<file path="src/rtl/sb_pkg.sv">
// sb_pkg: width codes, store entry record and control state shared by the store buffer
package sb_pkg;
  localparam logic [2:0] WIDTH_B = 3'b000;
  localparam logic [2:0] WIDTH_H = 3'b001;
  localparam logic [2:0] WIDTH_W = 3'b010;
  typedef struct packed {
    logic        valid;
    logic [31:0] addr;
    logic [31:0] data;
    logic [2:0]  width;
  } sb_entry_t;
  typedef enum logic {RUN, FLUSH} sb_state_t;
endpackage

</file>
<file path="src/rtl/sb_match.sv">
// sb_match: word-address match of a load against buffered stores, picking the youngest hit
// Ports: i_valid/i_word per entry, i_head (oldest slot), i_ld_valid/i_ld_word load probe;
//        o_match any hit, o_idx slot of the youngest hit.
module sb_match import sb_pkg::*; #(
  parameter int DEPTH = 4
) (
  input  logic [DEPTH-1:0]         i_valid,
  input  logic [29:0]              i_word [DEPTH],
  input  logic [$clog2(DEPTH)-1:0] i_head,
  input  logic                     i_ld_valid,
  input  logic [29:0]              i_ld_word,
  output logic                     o_match,
  output logic [$clog2(DEPTH)-1:0] o_idx
);
  localparam int PW = $clog2(DEPTH);
  // Walk oldest to youngest so the last hit seen is the youngest.
  always_comb begin
    o_match = 1'b0;
    o_idx   = i_head;
    for (int k = 0; k < DEPTH; k++) begin
      if (i_ld_valid && i_valid[i_head + PW'(k)] && i_word[i_head + PW'(k)] == i_ld_word) begin
        o_match = 1'b1;
        o_idx   = i_head + PW'(k);
      end
    end
  end
endmodule

</file>
<file path="src/rtl/store_buffer.sv">
// store_buffer: in-order store FIFO draining to data memory, with load hazard detection and flush
// Ports: clk/reset; st_* store push (st_ready back-pressure); ld_* load probe with ld_stall and
//        ld_fwd_* forwarding result; mem_* write port yielding to mem_busy; flush_req/flush_done;
//        count occupancy. Macro SB_FORWARD_EN enables aligned word store-to-load forwarding.
module store_buffer import sb_pkg::*; #(
  parameter int DEPTH = 4
) (
  input  logic                   clk,
  input  logic                   reset,
  input  logic                   st_valid,
  output logic                   st_ready,
  input  logic [31:0]            st_addr,
  input  logic [31:0]            st_data,
  input  logic [2:0]             st_width,
  input  logic                   ld_valid,
  input  logic [31:0]            ld_addr,
  input  logic [2:0]             ld_width,
  output logic                   ld_stall,
  output logic                   ld_fwd_valid,
  output logic [31:0]            ld_fwd_data,
  output logic                   mem_write_enable,
  output logic [31:0]            mem_addr,
  output logic [31:0]            mem_write_data,
  output logic [2:0]             mem_width,
  input  logic                   mem_busy,
  input  logic                   flush_req,
  output logic                   flush_done,
  output logic [$clog2(DEPTH):0] count
);
  localparam int PW = $clog2(DEPTH);
  localparam int CW = PW + 1;
  sb_entry_t        r_ent [DEPTH];
  logic [PW-1:0]    r_head, r_tail;
  logic [CW-1:0]    r_count, w_count_next;
  sb_state_t        r_state, w_state_next;
  logic             r_flush_done, w_flush_done_next;
  logic             w_push, w_pop, w_match, w_unused;
  logic [PW-1:0]    w_idx;
  logic [DEPTH-1:0] w_valid;
  logic [29:0]      w_word [DEPTH];
  assign st_ready         = r_count < CW'(DEPTH) && r_state == RUN;
  assign w_push           = st_valid && st_ready;
  // Nothing may reach memory in the cycle reset is asserted.
  assign mem_write_enable = !reset && r_count != '0 && !mem_busy;
  assign w_pop            = mem_write_enable;
  assign mem_addr         = mem_write_enable ? r_ent[r_head].addr  : '0;
  assign mem_write_data   = mem_write_enable ? r_ent[r_head].data  : '0;
  assign mem_width        = mem_write_enable ? r_ent[r_head].width : '0;
  assign w_count_next     = r_count + CW'(w_push) - CW'(w_pop);
  assign count            = r_count;
  assign flush_done       = r_flush_done;
  always_comb begin
    w_state_next      = r_state == RUN ? (flush_req ? FLUSH : RUN) : (w_count_next == '0 ? RUN : FLUSH);
    w_flush_done_next = r_state == FLUSH && w_count_next == '0;
  end
  always_ff @(posedge clk) begin
    if (reset) begin
      r_state      <= RUN;
      r_flush_done <= 1'b0;
    end else begin
      r_state      <= w_state_next;
      r_flush_done <= w_flush_done_next;
    end
  end
  always_ff @(posedge clk) begin
    if (reset) begin
      r_head  <= '0;
      r_tail  <= '0;
      r_count <= '0;
      for (int k = 0; k < DEPTH; k++) r_ent[k].valid <= 1'b0;
    end else begin
      if (w_pop) begin
        r_ent[r_head].valid <= 1'b0;
        r_head              <= r_head + 1'b1;
      end
      if (w_push) begin
        r_ent[r_tail] <= '{valid: 1'b1, addr: st_addr, data: st_data, width: st_width};
        r_tail        <= r_tail + 1'b1;
      end
      r_count <= w_count_next;
    end
  end
  always_comb begin
    for (int k = 0; k < DEPTH; k++) begin
      w_valid[k] = r_ent[k].valid;
      w_word[k]  = r_ent[k].addr[31:2];
    end
  end
  sb_match #(.DEPTH(DEPTH)) u_match (
    .i_valid   (w_valid),
    .i_word    (w_word),
    .i_head    (r_head),
    .i_ld_valid(ld_valid),
    .i_ld_word (ld_addr[31:2]),
    .o_match   (w_match),
    .o_idx     (w_idx)
  );
`ifdef SB_FORWARD_EN
  logic w_fwd;
  assign w_fwd        = w_match && r_ent[w_idx].width == WIDTH_W && r_ent[w_idx].addr[1:0] == 2'b00 && ld_width == WIDTH_W;
  assign ld_fwd_valid = w_fwd;
  assign ld_fwd_data  = w_fwd ? r_ent[w_idx].data : '0;
  assign ld_stall     = w_match && !w_fwd;
  assign w_unused     = &{1'b0, ld_addr[1:0]};
`else
  assign ld_fwd_valid = 1'b0;
  assign ld_fwd_data  = '0;
  assign ld_stall     = w_match;
  assign w_unused     = &{1'b0, ld_addr[1:0], ld_width, w_idx};
`endif
endmodule

</file>
<file path="config.mk">
export PLATFORM = sky130hd
export DESIGN_NAME = store_buffer
export DESIGN_NICKNAME = d
export VERILOG_FILES = /design/src/rtl/sb_pkg.sv /design/src/rtl/sb_match.sv /design/src/rtl/store_buffer.sv
export SDC_FILE = /design/constraint.sdc
export NUM_CORES = 1
export LEC_CHECK = 0
export BUFFER_PORTS_ARGS = -buffer_cell sky130_fd_sc_hd__buf_2
export CAP_MARGIN = 20
export CORE_ASPECT_RATIO = 0.6
export CORE_UTILIZATION = 35
export DETAILED_ROUTE_END_ITERATION = 16
export GPL_TIMING_DRIVEN = 0
export PLACE_DENSITY = 0.61
export SYNTH_ARGS = -nofsm -noshare
export SYNTH_HDL_FRONTEND = slang
export SYNTH_SLANG_ARGS = --single-unit
</file>
<file path="constraint.sdc">
create_clock -name clk -period 5.15 [get_ports clk]
set_input_delay 0 -clock clk [delete_from_list [all_inputs] [get_ports clk]]
set_output_delay 0 -clock clk [all_outputs]
set_load 0.1 [all_outputs]
</file>
Word level (Yosys, flattened, before mapping)
Memory sizes are Yosys's and may differ from the RTL's. A register that Yosys moved wholly into a read port is not among the register bits.
Cells that the tools add are included.
{ "totals": {"regBits": 9, "mem_bits_rw": 272, "input_bits": 108, "output_inout_bits": 107, "elab_cells": 95, "mem_count": 1} }
{ "memory_table": {"columns": ["memory", "words", "word_bits", "read_ports", "rd_ports_with_merged_regs", "write_ports", "line_no", "rtl"], "rows": [
  ["r_ent", 4, 68, 5, 1, 4, "store_buffer.sv:32", "sb_entry_t r_ent [DEPTH];"]
]} }
{ "op_classes": {"n_addsub": 6, "order_cmp": 9, "eq_ne": 4, "mux": 46, "bitwise": 5, "n_reduce_logical": 19} }
{ "ops": {"columns": ["operator", "n"], "rows": [
  ["$bmux W30 S2", 4],
  ["$mux W30", 8],
  ["$mux W68", 2],
  ["$reduce_or A68 Y1", 2],
  ["$eq A30 B30 Y1", 4],
  ["$mux W32", 2],
  ["$mux W1", 19],
  ["$logic_and A1 B1 Y1", 13],
  ["$ge A3 B3 Y1 const B", 4],
  ["$lt A2 B3 Y1 const B", 4],
  ["$mux W2", 6],
  ["$not A2 Y3", 4],
  ["$bmux W1 S2", 4],
  ["$add A2 B1 Y2 const B", 2],
  ["$add A2 B2 Y2 const B", 2],
  ["$add A3 B1 Y3", 1],
  ["$logic_not A3 Y1", 1],
  ["$lt A3 B3 Y1 const B", 1],
  ["$mux W3", 1],
  ["$reduce_bool A3 Y1", 1],
  ["$sub A3 B1 Y3", 1],
  ["$logic_not A1 Y1", 2],
  ["$not A1 Y1", 1]
]} }

Depth between registers and ports, before layout
{ "depth": {"ltp_word": 10, "mapped_depth": 13, "ltp_nobuf": 12} }

By module
From an unflattened synthesis, not the netlist that was laid out.
{ "unflattened": {"hier_cells": 1011, "hier_area_um2": 15758.9} }
{ "modules_own_cells": {"columns": ["mod", "n_inst", "cells_per_inst", "area_per_inst_um2", "seq_area_each_um2"], "rows": [
  ["store_buffer", 1, 524, 11089.4, 8348.0],
  ["sb_match", 1, 487, 4669.5, 0.0]
]} }

Worst setup path after synthesis
No wires, ideal clock.
{ "synth_timing": {"path_kind": "reg-to-reg", "startpoint": "register r_count[2], in the netlist count[2]", "endpoint": "memory r_ent[2][0] in the netlist's numbering, enable pin", "setup_time_ns": 0.433, "arrival_ns": 4.324, "t_required_ns": 4.717, "slack_ns": 0.392, "stages_incl_launch_ff": 5, "n_path_buf": 0, "period_less_slack_ns": 4.758, "path_cell_list": "dfxtp_1 > nor2_1 > nand2_1 > nor2_1 > and2_1"} }
{ "synth_lines": {"columns": ["element", "line_no", "rtl"], "rows": [
  ["start, declared", "store_buffer.sv:34", "logic [CW-1:0] r_count, w_count_next;"],
  ["start signal, assigned", "store_buffer.sv:80", "r_count <= w_count_next;"],
  ["end, declared", "store_buffer.sv:32", null]
]} }

Worst setup path in the final report
{ "layout_timing": {"startpoint": "register r_head[1]", "endpoint": "output ld_stall"} }
{ "layout_via": {"elab_chain_len": 10, "elab_cells_between_ends": 43, "classes_between": "add/sub: 3; eq/ne: 4; mux: 24; bitwise: 4; reduce/logical: 8"} }
{ "layout_lines": {"columns": ["element", "line_no", "rtl"], "rows": [
  ["start, declared", "store_buffer.sv:33", "logic [PW-1:0] r_head, r_tail;"],
  ["start signal, assigned", "store_buffer.sv:74", "r_head <= r_head + 1'b1;"],
  ["$add A2 B1 Y2 / $not A2 Y3 (equally long branches)", "sb_match.sv:21", "if (i_ld_valid && i_valid[i_head + PW'(k)] && i_word[i_head + PW'(k)] == i_ld_word) begin"],
  ["$not A2 Y3 (not written as such) / $bmux W30 S2 (equally long branches)", "sb_match.sv:21", null],
  ["$bmux W30 S2 / $mux W30 (equally long branches)", "sb_match.sv:21", null],
  ["$mux W30 (not written as such)", "sb_match.sv:21", null],
  ["$mux W30 (not written as such) / $eq A30 B30 Y1 (equally long branches)", "sb_match.sv:21", null],
  ["$eq A30 B30 Y1 / $logic_and A1 B1 Y1 (equally long branches)", "sb_match.sv:21", null],
  ["$logic_and A1 B1 Y1 / $mux W1 (equally long branches)", "sb_match.sv:21", null],
  ["$mux W1 (2 in a row)", "sb_match.sv:21", null],
  ["$mux W1 (*)", "sb_match.sv:21", null],
  ["end, declared", "store_buffer.sv:18", "output logic ld_stall,"]
]} }
Mark *: on every way between the ends. The rest lies on a longest branch, timed or not. The select of a mux whose other input is x is not followed.

==> reports/summary.txt <==
Storage element area = 8348 um^2
Number of global-route vias before repair = 10383
Min Tclk post-route = 5127 ps
Main synth FF type = edfxtp_1
Die extent in y = 164.7 um
DP HPWL = 40.94 mm
Static Leak = 6.391 nW
Rows = 59
NumNets Final = 1443
Switching portion of total power = 0.4004
Worst Tran Pin Value = 1105 ps
Pwr per Cell Area = 443.6 nW/um^2
Routed length per instance = 28.47 um
Number of flops mapped to enable cells by yosys = 268
Final setup violation count = 0
Die area = 44970 um^2
Core area = 43410 um^2
Area Overhead vs Synth = 22.04%
Worst r2r path cells = 14
Clock power share = 0.245
CTS Buf Count = 28
Register area share after synthesis = 0.5409
Port Buf Inserts = 152
Via/cell ratio = 5.590
Met3 WL = 5.193 mm
R2R Setup Slk = 1330 ps
Reg clk slew, reported paths = 60 ps
Critical Path AT = 5130 ps
First-pass GRT wire length = 77.36 mm
R2R Path End = r_state$_SDFF_PP0_
Worst Path Max Fanout = 10
DR iter-0 viols = 1123
Worst Setup End Kind = output pin
Hold/Removal Path Class = in2reg
Clock sink count = 283
DRC = 0
Met1 WL = 27.28 mm
Setup crit start = r_head[1]$_SDFFE_PP0P_
Relative slew slack = 0.2632
Max-cap viol count = 0
Clk buf depth = 3
Type of origin of the critical path = flop
Clk_skew = 19.12 ps
Avg Cell Area, Syn = 14.93 um^2
Antenna-violating nets left = 0
Final WL = 54.87 mm
Worst Hold Depth = 2
Flop pwr share = 0.327
Vias = 10772
Fin. Hold Viols = 0
Setup CP Type = reg2out
Die Width = 273.1 um
Mapped Cells = 1034
Top layer used by detailed routing = met4
Outcome = finished clean
GPL Wtd Cong = 1.016
CTS root buffer = clkbuf_16
Synth async-reset ratio = 0
Period utilization = 0.9956
Multi-input gate area = 6526 um^2
CP Cell Sequence = clkbuf_1 > buf_2 > clkbuf_1 > mux2i_1 > xnor2_1 > nand4_1 > nor4_1 > nand4_1 > nand4_1 > buf_2
Clock latency on the worst-skew pair = 580 ps
Mapped cell area = 15430 um^2
Max IR drop VDD = 0.3436 mV
Layout cells sized above 1 = 0.2915
Post-CTS Setup Inserts = 0
RSZ-0062 raised after global routing = false
Distinct cells, synth = 65
FF-to-FF Start = count[1]$_SDFF_PP0_
Logic pwr share = 0.428
Max frequency = 0.1950 GHz
CTS tree = built
Sink of the worst hold path = r_ent[3][42]$_DFFE_PP_
Final Max Tran Viols = 0
WL met2 = 21.82 mm
Initial Util = 0.3556
Required time of the critical path = 5150 ps
Number of fill cells = 4047
Tot GR Track Use = 0.2455
Int Pwr = 5.010 mW
Net Switching = 3.346 mW
GRT overflow = 0
Antenna diodes = 0
Largest stage delay, worst path = 810 ps
H-Tree Depth = 1
Register bit count reported by yosys = 283
Worst Hold Launch = st_addr[7]
Largest net degree at the start of global routing = 42
Most used cell, CP = nand4_1
Tot Pwr = 8.356 mW
Ys Warns = 0
Max stage delay cell, worst path = clkbuf_1
Initial antenna violation count = 1
Router iterations before antenna repair = 5
Io pins = 215
Setup TNS = 0 ps
-- critical path: cells and delay by family, from the launching register on --
kind	cells	cell delay (ps)
flip-flops	1	390
XOR/XNOR	1	560
multiplexers	1	220
buffers and inverters	4	2590
AND/OR/NAND/NOR	4	770
-- worst max path at each step --
stage                                       end
after global routing                   ld_stall
after detailed placement               ld_stall
after floorplan           r_ent[2][0]$_DFFE_PP_
final                                  ld_stall
after global placement                 ld_stall
after CTS                              ld_stall
-- area by class of cell --
class,instances,share of cell area
repair buffers,232,0.08741
plain buffers,113,0.03494
well taps,579,0.03846
multi-input cells,659,0.3465
clock buffers,36,0.03879
clock inverters,14,0.008569
flip-flops and latches,283,0.4432
inverters,11,0.002192
-- stage by stage --
| stage | hold slack, ps | instance area [um^2] | instances | utilization | setup slack (ps) |
|---|---|---|---|---|---|
| floorplan | 98.87 | 15550 | 1066 | - | 392.3 |
| global placement | 213.4 | 17040 | 1797 | 0.3926 | 601.7 |
| detailed placement | 217.0 | 17190 | 1803 | 0.3960 | 728.6 |
| CTS | 142.2 | 18810 | 1926 | 0.4334 | 133.7 |
| global route | 159.9 | 18840 | 1927 | 0.4340 | 44.03 |
| finish | 167.2 | 18840 | 1927 | 0.4340 | 22.88 |
-- power by group through the flow --
| stage | logic (mW) | registers [mW] | clock network (mW) |
|---|---|---|---|
| final | 3.58 | 2.73 | 2.05 |
| after global routing | 3.73 | 2.74 | 2.17 |
| after CTS | 3.54 | 2.73 | 2.10 |
| after detailed placement | 3.48 | 2.78 | 0 |
| after global placement | 3.45 | 2.79 | 0 |
| after floorplan | 2.42 | 2.84 | 0 |
-- synth_stat cells (6+ instances only) --
master | n | share of area
nand2_1 | 24 | 0.0058
a21oi_1 | 19 | 0.0062
buf_2 | 13 | 0.0042
buf_4 | 38 | 0.018
o21ai_0 | 14 | 0.0045
and2_1 | 74 | 0.030
inv_1 | 11 | 0.0027
xnor2_1 | 63 | 0.036
a22oi_1 | 9 | 0.0044
buf_1 | 11 | 0.0027
mux2_2 | 14 | 0.010
xor2_1 | 23 | 0.013
clkbuf_1 | 43 | 0.010
ha_1 | 6 | 0.0049
mux4_2 | 111 | 0.16
nand3_1 | 11 | 0.0036
o22ai_1 | 8 | 0.0032
nor2b_1 | 9 | 0.0036
dfxtp_1 | 15 | 0.019
a211oi_1 | 6 | 0.0029
o2111ai_1 | 8 | 0.0045
nand2b_1 | 10 | 0.0041
nor3_1 | 8 | 0.0026
nand4_1 | 23 | 0.0093
mux2i_1 | 84 | 0.054
nor2_1 | 34 | 0.0083
edfxtp_1 | 268 | 0.52
-- metal layers --
layer	GRT usage	vias up
met3	0.06179	37
met4	0.02920	0
met1	0.4013	5595
li1	-	4612
met2	0.3262	528
met5	0	-
-- kinds of logic (layout without fill, tap and decap cells) --
family	after synthesis	after routing	synth area share
fa+ha+maj	7	7	0.006161
xor+xnor	86	86	0.04880
buf+inv	124	406	0.04523
mux	213	213	0.2316
compound gates	105	105	0.04864
simple gates	215	215	0.07847
flops	283	283	0.5409
other cells	1	33	0.0002430
-- what timing repair did --
action | CTS | global route
gates resized for setup | 0 | 3
hold buffers | 73 | 0
hold endpoints to repair | 279 | 0
endpoints found under the setup margin | 0 | 1
-- sequential cells by signal (all words and copies together) (netlist names), named ones only --
signal      count
count           3
flush_done      1
r_head          2
r_tail          2
r_state         1
r_ent         272
-- layout by cell type, fill, tap and decap left out, drive strengths merged, types with 14 or more instances in the layout --
cell / netlist / layout
a21oi: 19 / 19
and2: 74 / 74
buf: 69 / 227
clkbuf: 44 / 81
conb: 1 / 33
dfxtp: 15 / 15
dlygate4sd3: 0 / 73
edfxtp: 268 / 268
mux2: 14 / 14
mux2i: 87 / 87
mux4: 112 / 112
nand2: 24 / 24
nand4: 23 / 23
nor2: 34 / 34
o21ai: 14 / 14
xnor2: 63 / 63
xor2: 23 / 23
Note: power is estimated with default switching activity, not from simulation.
